$ cat config.mk
export PLATFORM = sky130hd
export DESIGN_NAME = uart_line_receiver
export DESIGN_NICKNAME = d
export VERILOG_FILES = /design/src/rtl/uart_line_receiver.sv
export SDC_FILE = /design/constraint.sdc
export NUM_CORES = 1
export LEC_CHECK = 0
export ABC_AREA = 0
export ABC_CLOCK_PERIOD_IN_PS = 3800
export CELL_PAD_IN_SITES_DETAIL_PLACEMENT = 1
export CELL_PAD_IN_SITES_GLOBAL_PLACEMENT = 1
export CORE_MARGIN = 2
export CORE_UTILIZATION = 44
export DETAILED_ROUTE_END_ITERATION = 6
export PLACE_DENSITY = 0.76
export SLEW_MARGIN = 0
export SYNTH_ARGS = -nofsm -noshare
export SYNTH_HDL_FRONTEND = slang
export SYNTH_SLANG_ARGS = --single-unit
$ cat constraint.sdc
create_clock -name clk -period 3.8 [get_ports clk]
set_input_delay 0.38 -clock clk [delete_from_list [all_inputs] [get_ports clk]]
set_output_delay 0.38 -clock clk [all_outputs]
set_load 0.02 [all_outputs]
$ cat src/rtl/uart_line_receiver.sv
// UART receive front end: deserialises 8-bit frames, packs them LSB-first into
// LineSize-byte lines, and hands each line out through a one-entry valid/ready buffer.
module uart_line_receiver #(
    parameter int BaudRate        = 115200,
    parameter int ClockFrequency  = 50000000,
    parameter int LineSize        = 4,
    parameter int ParityMode      = 0,
    parameter int IdleTimeoutBits = 0
) (
    input  logic                           clk,
    input  logic                           rst,
    input  logic                           uartRx,
    output logic                           lineValid,
    input  logic                           lineReady,
    output logic [LineSize*8-1:0]          lineValue,
    output logic [$clog2(LineSize+1)-1:0]  lineByteCount,
    output logic [31:0]                    totalByteCount,
    output logic                           frameError,
    output logic                           parityError,
    output logic                           overrun,
    input  logic                           clearErrors
);
    localparam int CPB = ClockFrequency / BaudRate;
    localparam int TW  = $clog2(CPB);
    localparam int CW  = $clog2(LineSize + 1);
    localparam logic [TW-1:0] HALF    = TW'(CPB / 2 - 1);
    localparam logic [TW-1:0] LAST    = TW'(CPB - 1);
    localparam logic [CW-1:0] FULL    = CW'(LineSize);
    localparam logic [31:0]   TO_LAST = 32'(IdleTimeoutBits * CPB - 1);

    typedef enum logic [2:0] {IDLE, START, DATA, PARITY, STOP, WAIT_HIGH} state_t;

    logic                  rx_meta, rx_s;
    state_t                state;
    logic [TW-1:0]         bit_timer;
    logic [2:0]            bit_cnt;
    logic [7:0]            shreg;
    logic                  par_bad;
    logic [CW-1:0]         fill, next_fill;
    logic [LineSize*8-1:0] asm_line, next_line;
    logic [31:0]           idle_cnt;
    logic                  sample_pt, accept, timeout, complete, drain, load;
    logic                  set_fe, set_pe, set_ov;

    always_ff @(posedge clk or negedge rst) begin
        if (!rst) begin
            rx_meta <= 1'b1;
            rx_s    <= 1'b1;
        end else begin
            rx_meta <= uartRx;
            rx_s    <= rx_meta;
        end
    end

    assign sample_pt = (bit_timer == LAST);
    assign accept    = (state == STOP) && sample_pt && rx_s && !par_bad;
    assign set_fe    = (state == STOP) && sample_pt && !rx_s;
    assign set_pe    = (state == STOP) && sample_pt && rx_s && par_bad;
    assign timeout   = (IdleTimeoutBits != 0) && (state == IDLE) && (fill != '0)
                       && (idle_cnt == TO_LAST);
    assign next_fill = accept ? fill + CW'(1) : fill;
    assign complete  = (accept && next_fill == FULL) || timeout;
    assign drain     = lineValid && lineReady;
    assign load      = complete && (!lineValid || drain);
    assign set_ov    = complete && !load;

    always_comb begin
        next_line = asm_line;
        for (int k = 0; k < LineSize; k++)
            if (accept && fill == CW'(k)) next_line[8*k +: 8] = shreg;
    end

    // Receiver FSM: START is checked at half a bit, later bits every full bit.
    always_ff @(posedge clk or negedge rst) begin
        if (!rst) begin
            state     <= IDLE;
            bit_timer <= '0;
            bit_cnt   <= '0;
            shreg     <= '0;
            par_bad   <= 1'b0;
        end else begin
            case (state)
                IDLE: begin
                    bit_timer <= '0;
                    if (!rx_s) state <= START;
                end
                START: begin
                    if (bit_timer == HALF) begin
                        bit_timer <= '0;
                        bit_cnt   <= '0;
                        par_bad   <= 1'b0;
                        state     <= rx_s ? IDLE : DATA;
                    end else bit_timer <= bit_timer + TW'(1);
                end
                DATA: begin
                    if (sample_pt) begin
                        bit_timer <= '0;
                        shreg     <= {rx_s, shreg[7:1]};
                        bit_cnt   <= bit_cnt + 3'd1;
                        if (bit_cnt == 3'd7) state <= (ParityMode != 0) ? PARITY : STOP;
                    end else bit_timer <= bit_timer + TW'(1);
                end
                PARITY: begin
                    if (sample_pt) begin
                        bit_timer <= '0;
                        par_bad   <= ((^shreg) ^ rx_s) != (ParityMode == 2);
                        state     <= STOP;
                    end else bit_timer <= bit_timer + TW'(1);
                end
                STOP: begin
                    if (sample_pt) begin
                        bit_timer <= '0;
                        state     <= rx_s ? IDLE : WAIT_HIGH;
                    end else bit_timer <= bit_timer + TW'(1);
                end
                WAIT_HIGH: if (rx_s) state <= IDLE;
                default:   state <= IDLE;
            endcase
        end
    end

    // Line assembly, output buffer, byte counter and sticky flags.
    always_ff @(posedge clk or negedge rst) begin
        if (!rst) begin
            fill           <= '0;
            asm_line       <= '0;
            idle_cnt       <= '0;
            lineValid      <= 1'b0;
            lineValue      <= '0;
            lineByteCount  <= '0;
            totalByteCount <= '0;
            frameError     <= 1'b0;
            parityError    <= 1'b0;
            overrun        <= 1'b0;
        end else begin
            if (state == IDLE && fill != '0 && !timeout) idle_cnt <= idle_cnt + 32'd1;
            else                                         idle_cnt <= '0;

            if (complete) begin
                fill     <= '0;
                asm_line <= '0;
                if (load) begin
                    lineValid     <= 1'b1;
                    lineValue     <= next_line;
                    lineByteCount <= next_fill;
                    if (accept) totalByteCount <= totalByteCount + 32'd1;
                end else begin
                    // Dropped line: back out the bytes already counted for it.
                    totalByteCount <= totalByteCount - 32'(fill);
                    if (drain) lineValid <= 1'b0;
                end
            end else begin
                if (accept) begin
                    fill           <= next_fill;
                    asm_line       <= next_line;
                    totalByteCount <= totalByteCount + 32'd1;
                end
                if (drain) lineValid <= 1'b0;
            end

            frameError  <= set_fe | (frameError  & ~clearErrors);
            parityError <= set_pe | (parityError & ~clearErrors);
            overrun     <= set_ov | (overrun     & ~clearErrors);
        end
    end
endmodule

# Yosys cells after proc, flatten, opt, wreduce, memory -nomap -nowiden
# Cells that the tools add are included.
# totals
ff_bits	132
input_bits	5
# classes
addsub	5
eq_ne	19
muxes	34
bitwise	8
reduce_logical	31
# ops
op	count
2-to-1 mux 32 bit	5
2-to-1 mux 3 bit	13
adder 32 x 1 -> 32 bit (second input constant)	1
2-to-1 mux 8 bit	4
subtractor 32 x 3 -> 32 bit	1
case mux 9 bit (3 select lines)	1
2-to-1 mux 9 bit	2
case mux 3 bit (6 select lines)	1
inequality test 2 bit (second input constant)	7
logical AND 1 bit	13
== test 3 x 2 -> 1 bit (second input constant)	4
== test 3 bit (second input constant)	4
adder 9 x 1 -> 9 bit (second input constant)	1
== test 9 x 8 -> 1 bit (second input constant)	1
== test 9 bit (second input constant)	1
parity 8 bit	1
AND reduction 7 bit	1
adder 3 x 1 -> 3 bit (second input constant)	2
== test 3 x 1 -> 1 bit (second input constant)	2
zero test 3 bit	2
case mux 3 bit (2 select lines)	1
AND reduction 3 bit	2
nonzero test 2 bit	3
2-to-1 mux 1 bit	5
11 further kinds	19

# Longest topological paths before layout
# Gate-level depths: netlist of the first run.
# logic_depth
depth_word	11
mapped_depth	10
mapped_depth_nobuf	9

# Worst setup path before layout of the first run
# Ideal clock, no wire load.
# synth_timing
path_kind	reg-to-reg
from	register fill[0]
to	register totalByteCount[28]
setup_time_ns	0.080
t_arrival_ns	2.692
t_required_ns	3.720
slack_ns	1.028
stages_incl_launch_ff	10
path_buffers	1
synth_period_minus_slack_ns	2.772
cell_sequence	dfrtp_1 -> ha_1 -> ha_1 -> or3b_1 -> clkbuf_1 -> nor2_1 -> nand4_2 -> or4_4 -> o31ai_2 -> xor2_1
# synth_between
elab_chain_len	7
elab_cells_between_ends	8
# synth_lines
item	line_no	source
start, declared	39	logic [CW-1:0] fill, next_fill;
start signal, assigned	154	fill <= next_fill;
parallel branches: the longest is 6 deep, another holds subtractor 32 x 3 -> 32 bit	--	
2-to-1 mux 32 bit (*)	139	if (complete) begin
end signal, assigned	146	if (accept) totalByteCount <= totalByteCount + 32'd1;
end signal, assigned	149	totalByteCount <= totalByteCount - 32'(fill);
end signal, assigned	156	totalByteCount <= totalByteCount + 32'd1;
end, declared	17	output logic [31:0] totalByteCount,
# Mark *: on every way between the ends.
# A chain may end at the register's enable or synchronous reset.

# Worst setup path in the final report of the first run
# layout_timing
from	register fill[0]
to	register totalByteCount[31]
# Same word-level chain as after synthesis.

==> flow_summary.ini, run 1 <==
[setup_path]
crit_arrival_ns = 3.70
timing_worst_setup_path_type = register to register
worstSetupEndpointType = register
cp.required_ns = 4.14
critPathLaunchType = register
r2r_cells = 8
path_max_fanout = 9
rr_endpoint = totalByteCount[31]
r2r_slack_ns = 0.44
r2r-start = fill[0]

[synth]
synth_compound_area_frac = 0.129
synth.yosys.seq_area_share = 0.518
yosysTopAreaCellShare = 0.510
synthArstFlopShare = 1.00
synth_top_family_by_area = simple AND/OR/NAND/NOR gates
ys_seq_elements = 132
synth_xor_area_frac = 0.0645
synth.area.mux_share = 0.0692
ys_top_cells_by_area = dfrtp_1 51%, mux2i_1 5.3%, a22o_1 4.0%, xnor2_1 3.4%, nor2_1 3.4%
synth_area_mm2 = 0.00638
synth-simple-area-share = 0.163
ys_types = 50
synth_ff_type = dfrtp_1
synth_enable_flop_cells = 0
syn_nets = 623
syn_area_per_cell_um2 = 10.6
synth_area_leader_cell = dfrtp_1
synth_cells = 603
synthAdderAreaFrac = 0.0306
ys.warnings.count = 0

[layout]
final_area_mm2 = 0.00789
antenna_cells = 0
drive_gt1_frac = 0.0863
nNetsFinal = 691
area_growth_syn_to_layout_pct = 23.7
final_cell_mix = 130 x dfrtp_1, 74 x clkdlybuf4s50_1, 58 x nor2_1, 43 x a21oi_1, 43 x nand2_1
final_common_cell = dfrtp_1
num-fill-cells = 1509

[timing]
tightest_slew_ns = 0.944
drv_slew = 0
setup_tns_ns = 0
skew_ns = 0.00826
relSlewSlack = 0.371
clock.fmax_mhz = 298
final_hold_viol_count = 0
setup_violations = 0
post-route-period-util = 0.883
finalCriticalPeriod_ns = 3.36
rsz0062_at_grt = no

[detailed_routing]
first_iter_violations = 198
via_count = 4931
wl_per_cell_um = 18.6
drt_wl_total_um = 16100
viasPerCell = 5.68
drt_pass1_iterations = 4
drc = 0
ant_nets = 0

[floorplanning]
fp.dieW_um = 124
initial_utilization = 0.444
core_region_area_mm2 = 0.0144
fp.dieArea_mm2 = 0.0155
ios = 76
fp.dieH_um = 124
rows = 44

[outcome]
outcome = complete, no violations

[global_route]
grt_usage = 0.216
busiest_layer = met2
use_met3 = 0.0399
grt_pass1_wl_um = 27100
grt_pass1_vias = 5260
antenna_found_initial = 0
grt_max_degree = 74
grt_overflow = 0
gr-usage-met1 = 0.277
met2_usage = 0.365

[clocking]
clock_path_buffers = 2
cts_inserted_buffers = 17
cts_tree = done
cts_hold_buffers = 0
path_clk_slew_ns = 0.06
post_cts.repair.setup_buffers = 0
clock_sinks = 132
htreeDepth = 4
cts_root_buf = clkbuf_16
cts.repair.resized = 0
clk_latency_ns = 0.42

[power_and_ir_drop]
seq_power_share = 0.452
swShare = 0.215
power_uw = 3120
switching_power_uw = 670
peakVddDrop_uv = 241
power_frac_comb = 0.011
power_density_mw_per_mm2 = 395
p_leak_uw = 0.00361
p_int_uw = 2450
clkPwrFrac = 0.537

[placed_design]
gp_congestion = 0.848
place_hpwl_um = 11100
portBuffers = 75
place_area_mm2 = 0.00729

[min_path]
hold_class = primary input to async pin

[run]
maxCapViolations = 0
## worst max path at each step
stage	start	end	slack [ns]
global route	fill[0]	totalByteCount[25]	0.13
CTS	fill[0]	totalByteCount[31]	0.45
finish	fill[0]	totalByteCount[31]	0.44
detailed placement	fill[0]	totalByteCount[19]	0.52
floorplan	fill[0]	totalByteCount[28]	1.03
global placement	fill[0]	totalByteCount[31]	0.72
## logic make-up (layout without fill, tap and decap cells)
| family | count (synthesis) | in the layout |
|---|---|---|
| AO/OA/AOI/OAI | 127 | 127 |
| adder cells (fa/ha/maj) | 15 | 15 |
| flip-flops | 132 | 132 |
| AND/OR/NAND/NOR | 197 | 197 |
| XOR/XNOR | 47 | 47 |
| multiplexers | 43 | 43 |
| buffers and inverters | 42 | 123 |
## state kept, by name (all words and copies together) (netlist names)
name            flops
lineByteCount       3
frameError          1
parityError         1
rx_meta             1
shreg               8
state               3
fill                3
par_bad             1
rx_s                1
lineValue          32
bit_cnt             3
lineValid           1
bit_timer           9
asm_line           32
totalByteCount     32
overrun             1
## cell usage after synthesis (all sizes together) (8+ instances only)
cell type,count
nand2,43
o31ai,9
nor2,58
xnor2,25
and3,12
o21ai,26
nor3,14
xor2,22
a22o,29
dfrtp,130
ha,14
mux2,9
nand3,13
nand4,9
or3,8
inv,12
a21oi,43
nor2b,8
mux2i,34
clkbuf,23
## metal layers
| layer | part of all wire | vias to the layer above |
|---|---|---|
| met1 | 0.45 | 2523 |
| met4 | 0.020 | 0 |
| li1 | - | 2292 |
| met3 | 0.026 | 29 |
| met2 | 0.50 | 87 |
| met5 | 0 | - |
## power by group through the flow
stage          clock network (µW)  logic [µW]  registers (µW)
2_1_floorplan                   0        2.10            1430
6_report                     1680        35.7            1410
5_1_grt                      1770        41.8            1410
4_1_cts                      1710        38.6            1410
3_3_place_gp                    0        37.7            1430
3_5_place_dp                    0        38.4            1430
## through the flow
stage,utilization,hold WS (ns),instances,setup WS (ns)
6_report,0.549,0.0900,868,0.443
4_1_cts,0.549,0.134,868,0.448
5_1_grt,0.549,0.174,868,0.130
3_5_place_dp,0.507,0.351,836,0.517
2_1_floorplan,-,0.0844,603,1.03
3_3_place_gp,0.507,0.347,836,0.724
## layout make-up
| cell class | instances | area (µm²) | share of cell area |
|---|---|---|---|
| sequential | 132 | 3310 | 0.419 |
| multi-input combinational | 429 | 2910 | 0.369 |
| tap | 184 | 230 | 0.0292 |
| clock inverter | 15 | 181 | 0.0230 |
| timing repair buffer | 79 | 791 | 0.100 |
| clock buffer | 17 | 425 | 0.0539 |
| inverter | 12 | 45.0 | 0.00571 |
## worst max-delay path: stages, from the launching register on
cell and delay, ns:
dfrtp_1 0.45, ha_1 0.25, ha_1 0.32, nor3b_1 0.61, nand2_1 0.38, nor4_2 0.50, nand3_1 0.23, o31ai_1 0.34
xor2_1 0.18
Note: power is estimated with default switching activity, not from simulation.
==> run 2, diff against run 1 <==
--- a/config.mk
+++ b/config.mk
@@ -8,3 +8,3 @@
 export ABC_AREA = 0
-export ABC_CLOCK_PERIOD_IN_PS = 3800
+export ABC_CLOCK_PERIOD_IN_PS = 3700
 export CELL_PAD_IN_SITES_DETAIL_PLACEMENT = 1
@@ -14,3 +14,3 @@
 export DETAILED_ROUTE_END_ITERATION = 6
-export PLACE_DENSITY = 0.76
+export PLACE_DENSITY = 0.88
 export SLEW_MARGIN = 0
==> constraint.sdc (replaced) <==
create_clock -name clk -period 3.7 [get_ports clk]
set_input_delay 0.925 -clock clk [delete_from_list [all_inputs] [get_ports clk]]
set_output_delay 0.925 -clock clk [all_outputs]
set_load 0.02 [all_outputs]
==> flow_summary.ini, run 2 (same netlist as run 1, synthesis figures left out) <==
[layout]
area_growth_syn_to_layout_pct = 23.6
drive_gt1_frac = 0.0815
antenna_cells = 0
nNetsFinal = 694
final_cell_mix = 130 x dfrtp_1, 74 x clkdlybuf4s50_1, 58 x nor2_1, 43 x a21oi_1, 43 x nand2_1
final_common_cell = dfrtp_1
utilization = 0.549
top_regs = asm_line (32), lineValue (32), totalByteCount (32)

[global_route]
grt_overflow = 0
antenna_found_initial = 0
grt_usage = 0.230
grt_pass1_wl_um = 28700
grt_pass1_vias = 5574
grt_max_degree = 68

[timing]
skew_ns = 0.00846
setup_violations = 0
final_hold_viol_count = 0
tightest_slew_ns = 0.806
drv_slew = 0
clock.fmax_mhz = 299
post-route-period-util = 0.903
hold-worst-slack_ns = 0.353
relSlewSlack = 0.463
setup_tns_ns = 0
finalCriticalPeriod_ns = 3.34
rsz0062_at_grt = no
postLayoutSetupSlackWorst_ns = 0.360

[placed_design]
portBuffers = 75
gp_congestion = 0.823
post-place-ws_ns = 0.401
place_hpwl_um = 11500

[floorplanning]
fp.dieArea_mm2 = 0.0155
fp.dieW_um = 124
ios = 76
fp.dieH_um = 124
rows = 44
core_region_area_mm2 = 0.0144
initial_utilization = 0.444

[setup_path]
crit_top_cell = ha_1
crit_buf_inv = 0
slowest_stage = or4_4
rr_endpoint = totalByteCount[26]
r2r_cells = 8
critPathTopFamily = simple AND/OR/NAND/NOR gates
max_stage_delay_ns = 0.53
path_max_fanout = 8
worstSetupEndpointType = register
crit_chain = ha_1, ha_1, or3b_1, nor2_1, nand4_2, or4_4, o22ai_1, xor2_1
critPathLaunchType = register
timing_worst_setup_path_type = register to register
r2r-start = fill[0]
cp.required_ns = 4.03
crit_arrival_ns = 3.67
r2r_slack_ns = 0.36

[clocking]
path_clk_slew_ns = 0.06
clock_sinks = 132
post_cts.repair.setup_buffers = 0
htreeDepth = 4
cts_tree = done
clock_path_buffers = 2
clk_latency_ns = 0.43
cts_inserted_buffers = 17
cts.repair.resized = 0
cts_hold_buffers = 0
cts_root_buf = clkbuf_16

[detailed_routing]
first_iter_violations = 304
wl_per_cell_um = 19.8
drc = 0
wl_met1_um = 7420
wl_met3_um = 448
ant_nets = 0
routed-wl-met2_um = 8970
top_layer = met4
drt_wl_total_um = 17300
via_count = 5062
viasPerCell = 5.81
drt_pass1_iterations = 5

[min_path]
hold_class = register to register
whs_path_depth = 0
whs_endpoint = rx_s
hp-start = rx_meta

[run]
maxCapViolations = 0

[power_and_ir_drop]
p_leak_uw = 0.00362
peakVddDrop_uv = 311
power_density_mw_per_mm2 = 399

[outcome]
outcome = complete, no violations
## run 2: routing by layer
metal	global-route usage	up-vias
met4	0.0991	0
met3	0.0438	34
li1	-	2310
met2	0.394	94
met5	0	-
met1	0.286	2624
## run 2: worst max path at each step
stage / slack, ns / cells after the start / end / from
after floorplan: 0.93 / 9 / totalByteCount[28] / fill[0]
after global placement: 0.59 / 7 / totalByteCount[28] / lineReady
after detailed placement: 0.40 / 7 / totalByteCount[26] / lineReady
after CTS: 0.39 / 8 / totalByteCount[26] / fill[0]
after global routing: 0.19 / 8 / totalByteCount[28] / fill[0]
final: 0.36 / 8 / totalByteCount[26] / fill[0]
## run 2: per-stage QoR
step	area, µm²	std cells	power (µW)
2_1_floorplan	6380	603	1480
3_3_place_gp	7310	839	1510
3_5_place_dp	7310	839	1510
4_1_cts	7890	871	3170
5_1_grt	7890	871	3240
6_report	7890	871	3150
## run 2: power breakdown
part	total [µW]	switching, µW	internal [µW]
Combinational	38.1	30.7	7.42
Sequential	1450	1.44	1450
Clock	1660	599	1060
Total	3150	631	2510
## run 2: worst reg2reg max path, delay by kind of cell (launching register included)
kind / cells / cell delay [ns]
AOI/OAI and AO/OA: 1 / 0.24
adders and majority gates: 2 / 0.56
DFF: 1 / 0.45
and+or+nand+nor: 4 / 1.82
xor gates and xnor gates: 1 / 0.20
## run 2: layout make-up
cell class / count / area, µm²
Sequential cell: 132 / 3310
Tap cell: 184 / 230
Timing Repair Buffer: 82 / 813
Fill cell: 1560 / 6480
Inverter: 12 / 45.0
Multi-Input combinational cell: 429 / 2910
Clock buffer: 27 / 503
Clock inverter: 5 / 75.1
==> run 3, diff against run 2 <==
Settings changed: ABC_CLOCK_PERIOD_IN_PS 3700 to 3600.
Clock period 3.7 ns to 3.6 ns, I/O delays scaled along.
==> flow_summary.ini, run 3 (same netlist as run 1, synthesis figures left out) <==
[clocking]
clock_path_buffers = 2
cts_inserted_buffers = 17
htreeDepth = 4
cts_root_buf = clkbuf_16
clk_latency_ns = 0.43
clock_sinks = 132
cts_hold_buffers = 0
path_clk_slew_ns = 0.05
post_cts.repair.setup_buffers = 0
cts_tree = done
cts.repair.resized = 0

[setup_path]
crit_top_cell = ha_1
worstSetupEndpointType = register
r2r_slack_ns = 0.56
crit_chain = ha_1, ha_1, or3b_1, nor2_1, buf_4, nand4_2, or4_4, o22ai_1, xor2_1
timing_worst_setup_path_type = register to register
cp.required_ns = 3.93
r2r-start = fill[0]
crit_path_start = fill[0]
critPathLaunchType = register
path_max_fanout = 8
max_stage_delay_ns = 0.51
crit_arrival_ns = 3.37
slowest_stage = or3b_1

[layout]
final_cell_mix = 130 x dfrtp_1, 74 x clkdlybuf4s50_1, 58 x nor2_1, 43 x a21oi_1, 43 x nand2_1
antenna_cells = 0
multi_input_area_mm2 = 0.00291
area_growth_syn_to_layout_pct = 23.5
seqCellArea_mm2 = 0.00331
nNetsFinal = 695
drive_gt1_frac = 0.0803
num-fill-cells = 1529
layout.cells.non_filler = 869
top_regs = asm_line (32), lineValue (32), totalByteCount (32)
final_common_cell = dfrtp_1

[floorplanning]
fp.dieW_um = 124
initial_utilization = 0.444
fp.dieH_um = 124
rows = 44
core_region_area_mm2 = 0.0144
fp.dieArea_mm2 = 0.0155
ios = 76

[timing]
postLayoutSetupSlackWorst_ns = 0.556
setup_tns_ns = 0
post-route-period-util = 0.846
rsz0062_at_grt = no
drv_slew = 0
skew_ns = 0.00791
finalCriticalPeriod_ns = 3.04
final_hold_viol_count = 0
relSlewSlack = 0.529
tightest_slew_ns = 0.706
setup_violations = 0
clock.fmax_mhz = 329

[placed_design]
place_hpwl_um = 11400
dp.cells = 840
post-place-ws_ns = 0.556
gp_congestion = 0.835
portBuffers = 75

[min_path]
hp-start = rx_meta
hold_class = register to register

[power_and_ir_drop]
power_density_mw_per_mm2 = 409
peakVddDrop_uv = 330
p_leak_uw = 0.00362

[detailed_routing]
first_iter_violations = 336
drt_pass1_iterations = 5
via_count = 5028
drt_wl_total_um = 17300
drc = 0
ant_nets = 0
wl_per_cell_um = 20.0
viasPerCell = 5.79

[global_route]
grt_pass1_vias = 5322
grt_usage = 0.230
grt_pass1_wl_um = 28600
grt_max_degree = 68
grt_overflow = 0
antenna_found_initial = 0

[outcome]
outcome = complete, no violations

[run]
maxCapViolations = 0
-- run 3: cell count changes in the layout (fill, tap and decap cells not counted) --
cell       before  now
buf_4           7    8
bufinv_16       2    3
clkbuf_1        6    5
clkbuf_8        4    1
-- run 3: path summary, 6_finish.rpt --
| check | to | cells past startpoint |
|---|---|---|
| hold reg to reg | rx_s | 0 |
| max in group asynchronous | lineValue[11] | 2 |
| hold / removal | rx_s | 0 |
| setup / recovery | totalByteCount[26] | 9 |
| min in group asynchronous | totalByteCount[16] | 1 |
| setup reg to reg | totalByteCount[26] | 9 |
-- run 3: power by group --
| part | leakage, µW | switching [µW] | internal (µW) |
|---|---|---|---|
| Combinational | 0.00171 | 31.2 | 7.63 |
| Clock | 0.000277 | 603 | 1090 |
| Sequential | 0.00163 | 1.34 | 1490 |
| Total | 0.00362 | 635 | 2580 |
-- run 3: layout make-up --
class	count	area share
clock buffer	23	0.0581
clock inverter	6	0.0133
inverter	12	0.00572
multi-input combinational	429	0.370
sequential	132	0.420
tap	184	0.0292
timing repair buffer	83	0.104
-- run 3: metal layers --
layer	vias to the layer above	track usage	part of all wire
li1	2304	-	-
met1	2596	0.287	0.43
met2	104	0.404	0.52
met3	24	0.0464	0.028
met4	0	0.0714	0.018
met5	-	0	0
-- run 3: metrics by stage --
| step | utilization | hold WS (ns) | power [µW] | area, µm² |
|---|---|---|---|---|
| 6_report | 0.548 | 0.356 | 3220 | 7880 |
| 5_1_grt | 0.548 | 0.364 | 3310 | 7880 |
| 4_1_cts | 0.548 | 0.359 | 3240 | 7880 |
| 3_5_place_dp | 0.509 | 0.352 | 1560 | 7320 |
| 3_3_place_gp | 0.509 | 0.345 | 1550 | 7320 |
| 2_1_floorplan | - | 0.345 | 1520 | 6380 |
-- run 3: critical path: cells and delay by family, from the launching register on --
kind	cells	cell delay [ns]
adder cells (fa/ha/maj)	2	0.57
XOR/XNOR	1	0.21
flip-flops	1	0.46
buffers and inverters	1	0.16
AO/OA/AOI/OAI	1	0.19
AND/OR/NAND/NOR	4	1.35
